--- config.mk ---
export PLATFORM = sky130hd
export DESIGN_NAME = trace_recorder
export DESIGN_NICKNAME = d
export VERILOG_FILES = /design/src/rtl/trace_recorder.sv
export SDC_FILE = /design/constraint.sdc
export NUM_CORES = 2
export LEC_CHECK = 0
export ABC_CLOCK_PERIOD_IN_PS = 33100
export CORE_AREA = 2 2 389 545
export DETAILED_ROUTE_END_ITERATION = 10
export DIE_AREA = 0 0 391 547
export GPL_ROUTABILITY_DRIVEN = 0
export MAX_ROUTING_LAYER = met4
export PLACE_DENSITY = 0.67
export SETUP_SLACK_MARGIN = 0.2
export SYNTH_ARGS = -nofsm -noshare
export SYNTH_HDL_FRONTEND = slang
export SYNTH_SLANG_ARGS = --single-unit
--- constraint.sdc ---
create_clock -name clk -period 33.1 [get_ports clk]
set_input_delay 6.62 -clock clk [delete_from_list [all_inputs] [get_ports clk]]
set_output_delay 6.62 -clock clk [all_outputs]
set_load 0.01 [all_outputs]
--- src/rtl/trace_recorder.sv ---
// Commit-trace recorder: captures writeback/store retire events with cycle
// timestamps into a first-word-fall-through FIFO and detects timeout/halt.
module trace_recorder #(
  parameter int XLEN        = 32,
  parameter int DEPTH       = 16,
  parameter int CYC_W       = 32,
  parameter int MAX_CYCLES  = 2000,
  parameter int HALT_REPEAT = 4,
  parameter int OVERWRITE   = 0
) (
  input  logic                     clk,
  input  logic                     reset,
  input  logic                     en,
  input  logic [XLEN-1:0]          pc,
  input  logic [XLEN-1:0]          pc_next,
  input  logic                     reg_write,
  input  logic [4:0]               rd,
  input  logic [XLEN-1:0]          wb_data,
  input  logic                     mem_write,
  input  logic [XLEN-1:0]          mem_addr,
  input  logic [XLEN-1:0]          mem_wdata,
  output logic                     out_valid,
  input  logic                     out_ready,
  output logic [CYC_W-1:0]         out_cycle,
  output logic [XLEN-1:0]          out_pc,
  output logic [1:0]               out_kind,
  output logic [4:0]               out_rd,
  output logic [XLEN-1:0]          out_wb_data,
  output logic [XLEN-1:0]          out_mem_addr,
  output logic [XLEN-1:0]          out_mem_wdata,
  output logic [$clog2(DEPTH):0]   count,
  output logic                     overflow,
  output logic [15:0]              drop_cnt,
  output logic [CYC_W-1:0]         cycles,
  output logic                     done,
  output logic                     timeout,
  output logic                     halted
);

  localparam int AW = $clog2(DEPTH);
  localparam int RW = $clog2(HALT_REPEAT + 1);
  localparam bit OW = (OVERWRITE != 0);
  localparam logic [AW:0]      FULL_CNT = (AW+1)'(DEPTH);
  localparam logic [CYC_W-1:0] LAST_CYC = CYC_W'(MAX_CYCLES - 1);
  localparam logic [RW-1:0]    LAST_REP = RW'(HALT_REPEAT - 1);

  typedef enum logic {RUN = 1'b0, DONE = 1'b1} state_t;

  typedef struct packed {
    logic [CYC_W-1:0] cyc;
    logic [XLEN-1:0]  pc;
    logic [1:0]       kind;
    logic [4:0]       rd;
    logic [XLEN-1:0]  wb;
    logic [XLEN-1:0]  addr;
    logic [XLEN-1:0]  wdata;
  } entry_t;

  function automatic logic [15:0] sat_inc16(input logic [15:0] v);
    return (v == 16'hFFFF) ? v : v + 16'd1;
  endfunction

  state_t          state, state_nx;
  entry_t          mem [DEPTH];
  entry_t          head_e;
  logic [AW-1:0]   head, tail;
  logic [RW-1:0]   rep;
  logic            push, pop, full, lose, wr_en, head_adv;
  logic            self_loop, halt_det, timeout_det;

  always_comb begin
    push        = (state == RUN) && en && (reg_write || mem_write);
    pop         = (count != '0) && out_ready;
    full        = (count == FULL_CNT);
    lose        = push && !pop && full;
    wr_en       = push && (!full || pop || OW);
    head_adv    = pop || (lose && OW);
    self_loop   = en && (pc_next == pc);
    halt_det    = (state == RUN) && self_loop && (rep == LAST_REP);
    timeout_det = (state == RUN) && (cycles == LAST_CYC);
  end

  always_ff @(posedge clk) begin
    if (reset) state <= RUN;
    else       state <= state_nx;
  end

  always_comb begin
    state_nx = state;
    if (state == RUN && (timeout_det || halt_det)) state_nx = DONE;
  end

  always_comb begin
    done          = (state == DONE);
    out_valid     = (count != '0);
    head_e        = mem[head];
    out_cycle     = head_e.cyc;
    out_pc        = head_e.pc;
    out_kind      = head_e.kind;
    out_rd        = head_e.rd;
    out_wb_data   = head_e.wb;
    out_mem_addr  = head_e.addr;
    out_mem_wdata = head_e.wdata;
  end

  // Entry storage carries no reset; only pointers/count qualify its contents.
  always_ff @(posedge clk) begin
    if (wr_en)
      mem[tail] <= '{cyc: cycles, pc: pc, kind: {mem_write, reg_write}, rd: rd,
                     wb: wb_data, addr: mem_addr, wdata: mem_wdata};
  end

  always_ff @(posedge clk) begin
    if (reset) begin
      head     <= '0;
      tail     <= '0;
      count    <= '0;
      overflow <= 1'b0;
      drop_cnt <= '0;
    end else begin
      if (wr_en)    tail <= tail + AW'(1);
      if (head_adv) head <= head + AW'(1);
      if (push && !pop && !full)  count <= count + (AW+1)'(1);
      else if (pop && !push)      count <= count - (AW+1)'(1);
      if (lose) begin
        overflow <= 1'b1;
        drop_cnt <= sat_inc16(drop_cnt);
      end
    end
  end

  always_ff @(posedge clk) begin
    if (reset) begin
      cycles  <= '0;
      rep     <= '0;
      timeout <= 1'b0;
      halted  <= 1'b0;
    end else if (state == RUN) begin
      cycles <= cycles + CYC_W'(1);
      if (en) rep <= self_loop ? rep + RW'(1) : '0;
      if (timeout_det) timeout <= 1'b1;
      if (halt_det)    halted  <= 1'b1;
    end
  end

endmodule
==> results by group <==
Detailed routing
  • WL final: 237,900 um
  • Routed vias: 46,830
  • Post-route DRC: 0
  • Post-DRT Antenna Nets: 0
  • Initial DRC count: 4,193
  • WL per Instance: 30.90 um
  • TritonRoute pass-1 iters: 5
  • Vias per inst: 6.083

Clock network
  • # clock sinks: 2,744
  • Post-CTS Setup Inserts: 0
  • Post-cts resize count: 0
  • CTS buffer count: 266
  • Root Driver: clkbuf_16
  • Maximum root-to-sink buffer count: 4
  • # hold bufs at CTS: 0
  • Worst-Skew Late Latency: 840 ps
  • CTS tree: done
  • H-tree depth: 5
  • Clk slew on worst S/H paths: 70 ps

Hold path
  • Hold Path End: overflow
  • Worst hold path depth: 2
  • Hold crit path type: flop to flop
  • Min-delay src: overflow

Timing
  • Headroom to the max-slew limit: 0.1214
  • Final slew viol count: 0
  • Slew @ Worst Pin: 1318 ps
  • Fin crit share: 0.4228
  • Worst setup margin: 19,110 ps
  • Final Hold Viols: 0
  • TNS Setup: 0 ps
  • WHS: 451.5 ps
  • Maximum clock rate: 71.46 MHz
  • Fin crit period: 13,990 ps
  • Unrepaired setup endpoints after global routing: no
  • Clock skew: 48.55 ps
  • Final setup viols: 0

Place
  • Port Buffers: 395
  • Cells after DPL: 7,199
  • Pre-CTS WS: 19,580 ps
  • HPWL Detailed: 121,000 um

Floorplanning
  • Die area: 0.2139 mm^2
  • Die W: 391 um
  • Area of the core: 0.2092 mm^2
  • Initial Util: 0.4974
  • Die height: 547 um
  • Ports: 396
  • Row count: 199

GRT
  • Largest net degree at the start of global routing: 153
  • Grt met2 use: 0.3643
  • Busiest grt layer: met2
  • First-pass GRT wire length: 344,400 um
  • Met1 Usage GRT: 0.3091
  • Met3 GRT Util: 0.05379
  • Antenna violations before repair: 37
  • Aggregate global routing overflow: 0
  • Vias in the first global route: 49,060
  • Total track usage: 0.2306

Logic synthesis
  • Async S/R FF share, synth: 0
  • Mapped Cells: 4,203
  • Seq cells post-synth: 2,744
  • Seq/Total Area, Yosys: 0.7852
  • Post-Synthesis Cell Area: 0.1040 mm^2
  • Number of flops mapped to enable cells by yosys: 2,672
  • Syn_area_per_cell: 24.75 um^2
  • Synthesized Nets: 4,387
  • Synth cell types: 50
  • Post-synth top flop: edfxtp_1
  • Ys Warns: 0

Setup path
  • CP max stage cell: buf_4
  • Largest delay contributor family on the critical path: buffers and inverters
  • Reg2reg start: done
  • Worst Path Required: 26,480 ps
  • Crit-path max FO: 102
  • CP max stage delay: 870 ps
  • Most used cell along the critical path: buf_4
  • Reg-to-Reg End: mem[9][140]
  • CP Capture Type: primary output
  • Crit path kind: flop to primary output
  • Crit-path cells: buf_12, buf_4, buf_4, buf_4, buf_4, mux4_2, nor2b_1, a211oi_1, a21oi_1, clkdlybuf4s50_1
  • Arr. time, crit path: 7370 ps
  • Startpoint Class: flop
  • FF-to-FF path depth: 6
  • Worst path bufs/invs: 6
  • FF-to-FF setup slack: 28,190 ps

Final layout
  • Area growth syn-to-layout: 15.18%
  • Post-Route Utilization: 0.5729
  • Layout Nets: 4,938
  • Share of post-route cells with drive strength above 1: 0.2649
  • Final std cells w/o fill: 7,699

Pwr
  • Static leakage: 36.28 nW
  • Power Dens Cells: 68.52 mW/mm^2
  • VDD IR-drop max: 52.60 uV

Run status
  • Outcome: completed

Job
  • Max Cap Viol: 0
layout make-up:
class	count	area, um^2
sequential	2744	81690
timing repair buffer	495	4837
inverter	9	33.78
tap	2713	3395
antenna	41	102.6
clock buffer	321	6957
clock inverter	138	1390
fill	14920	89330
multi-input combinational	1238	21410
through the flow:
step | cell area [um^2] | power [W]
3_5_place_dp | 111400 | 0.005368
4_1_cts | 119700 | 0.008309
6_report | 119800 | 0.008210
5_1_grt | 119800 | 0.008503
2_1_floorplan | 104000 | 0.004908
3_3_place_gp | 111400 | 0.005355
worst min-delay path, cell delays in order (launching register included):
cell	delay, ps
dfxtp_1	310
inv_1	50
a21oi_1	50
cells in the final DEF, fill, tap and decap left out, types with 11 or more instances in the layout:
cell type and count:
diode_2 41, xnor2_1 23, buf_4 89, nand2_1 19, mux4_2 813, edfxtp_1 2672, nor2b_1 27, nor2_1 67
a21oi_1 30, xor2_1 59, clkinv_1 50, dfxtp_1 68, buf_12 11, clkbuf_1 49, nand4_1 17, nor2_4 12
a211oi_1 26, clkinv_2 37, clkbuf_16 269, bufinv_16 23, nand3_1 18, ha_1 12, clkdlybuf4s50_1 394, mux2i_1 29
sequential cells by signal, indices dropped and copies added, names as in the netlist, named ones only:
signal and count:
mem 2672, tail 4, head 4, count 5, timeout 1, drop_cnt 16
halted 1, rep 3, done 1, cycles 32, overflow 1
Yosys cell counts (23+ instances only):
cell type,n,area (um^2)
mux2i_1,29,290.3
xnor2_1,23,201.4
buf_4,29,217.7
nor2_1,79,296.5
xor2_1,59,516.8
a21oi_1,30,150.1
a211oi_1,26,195.2
buf_2,65,325.3
nor2b_1,27,168.9
dfxtp_1,72,1441
clkbuf_1,92,345.3
edfxtp_1,2672,80240
mux4_2,813,18310
kinds of logic (layout without fill, tap and decap cells):
| family | count (synthesis) | in the layout | share of synthesized area |
|---|---|---|---|
| AO/OA/AOI/OAI | 79 | 79 | 0.005533 |
| XOR/XNOR | 82 | 82 | 0.006904 |
| adder cells (fa/ha/maj) | 13 | 13 | 0.001636 |
| buffers and inverters | 221 | 963 | 0.01024 |
| flip-flops | 2744 | 2744 | 0.7852 |
| multiplexers | 845 | 845 | 0.1792 |
| other | 0 | 41 | 0 |
| AND/OR/NAND/NOR | 219 | 219 | 0.01125 |
how the worst max path moves through the flow:
stage | from | end | slack (ps) | depth (start not counted)
finish | flop | out_pc[12] | 19110 | 10
global route | flop | out_pc[12] | 18260 | 10
CTS | flop | out_pc[12] | 18700 | 10
detailed placement | flop | out_pc[12] | 19580 | 10
global placement | flop | out_pc[12] | 19540 | 10
floorplan | out_ready | mem[3][0] | 13590 | 4
per-layer routing:
layer,up-vias,share of wire
met5,-,0
met4,0,0.018
met3,300,0.084
met2,1666,0.50
met1,25560,0.40
li1,19300,-
report_power, final:
group | internal (W) | switching [W]
Combinational | 0.000745 | 0.000632
Sequential | 0.00386 | 0.0000300
Clock | 0.00169 | 0.00126
(Power assumes the default switching activity.)
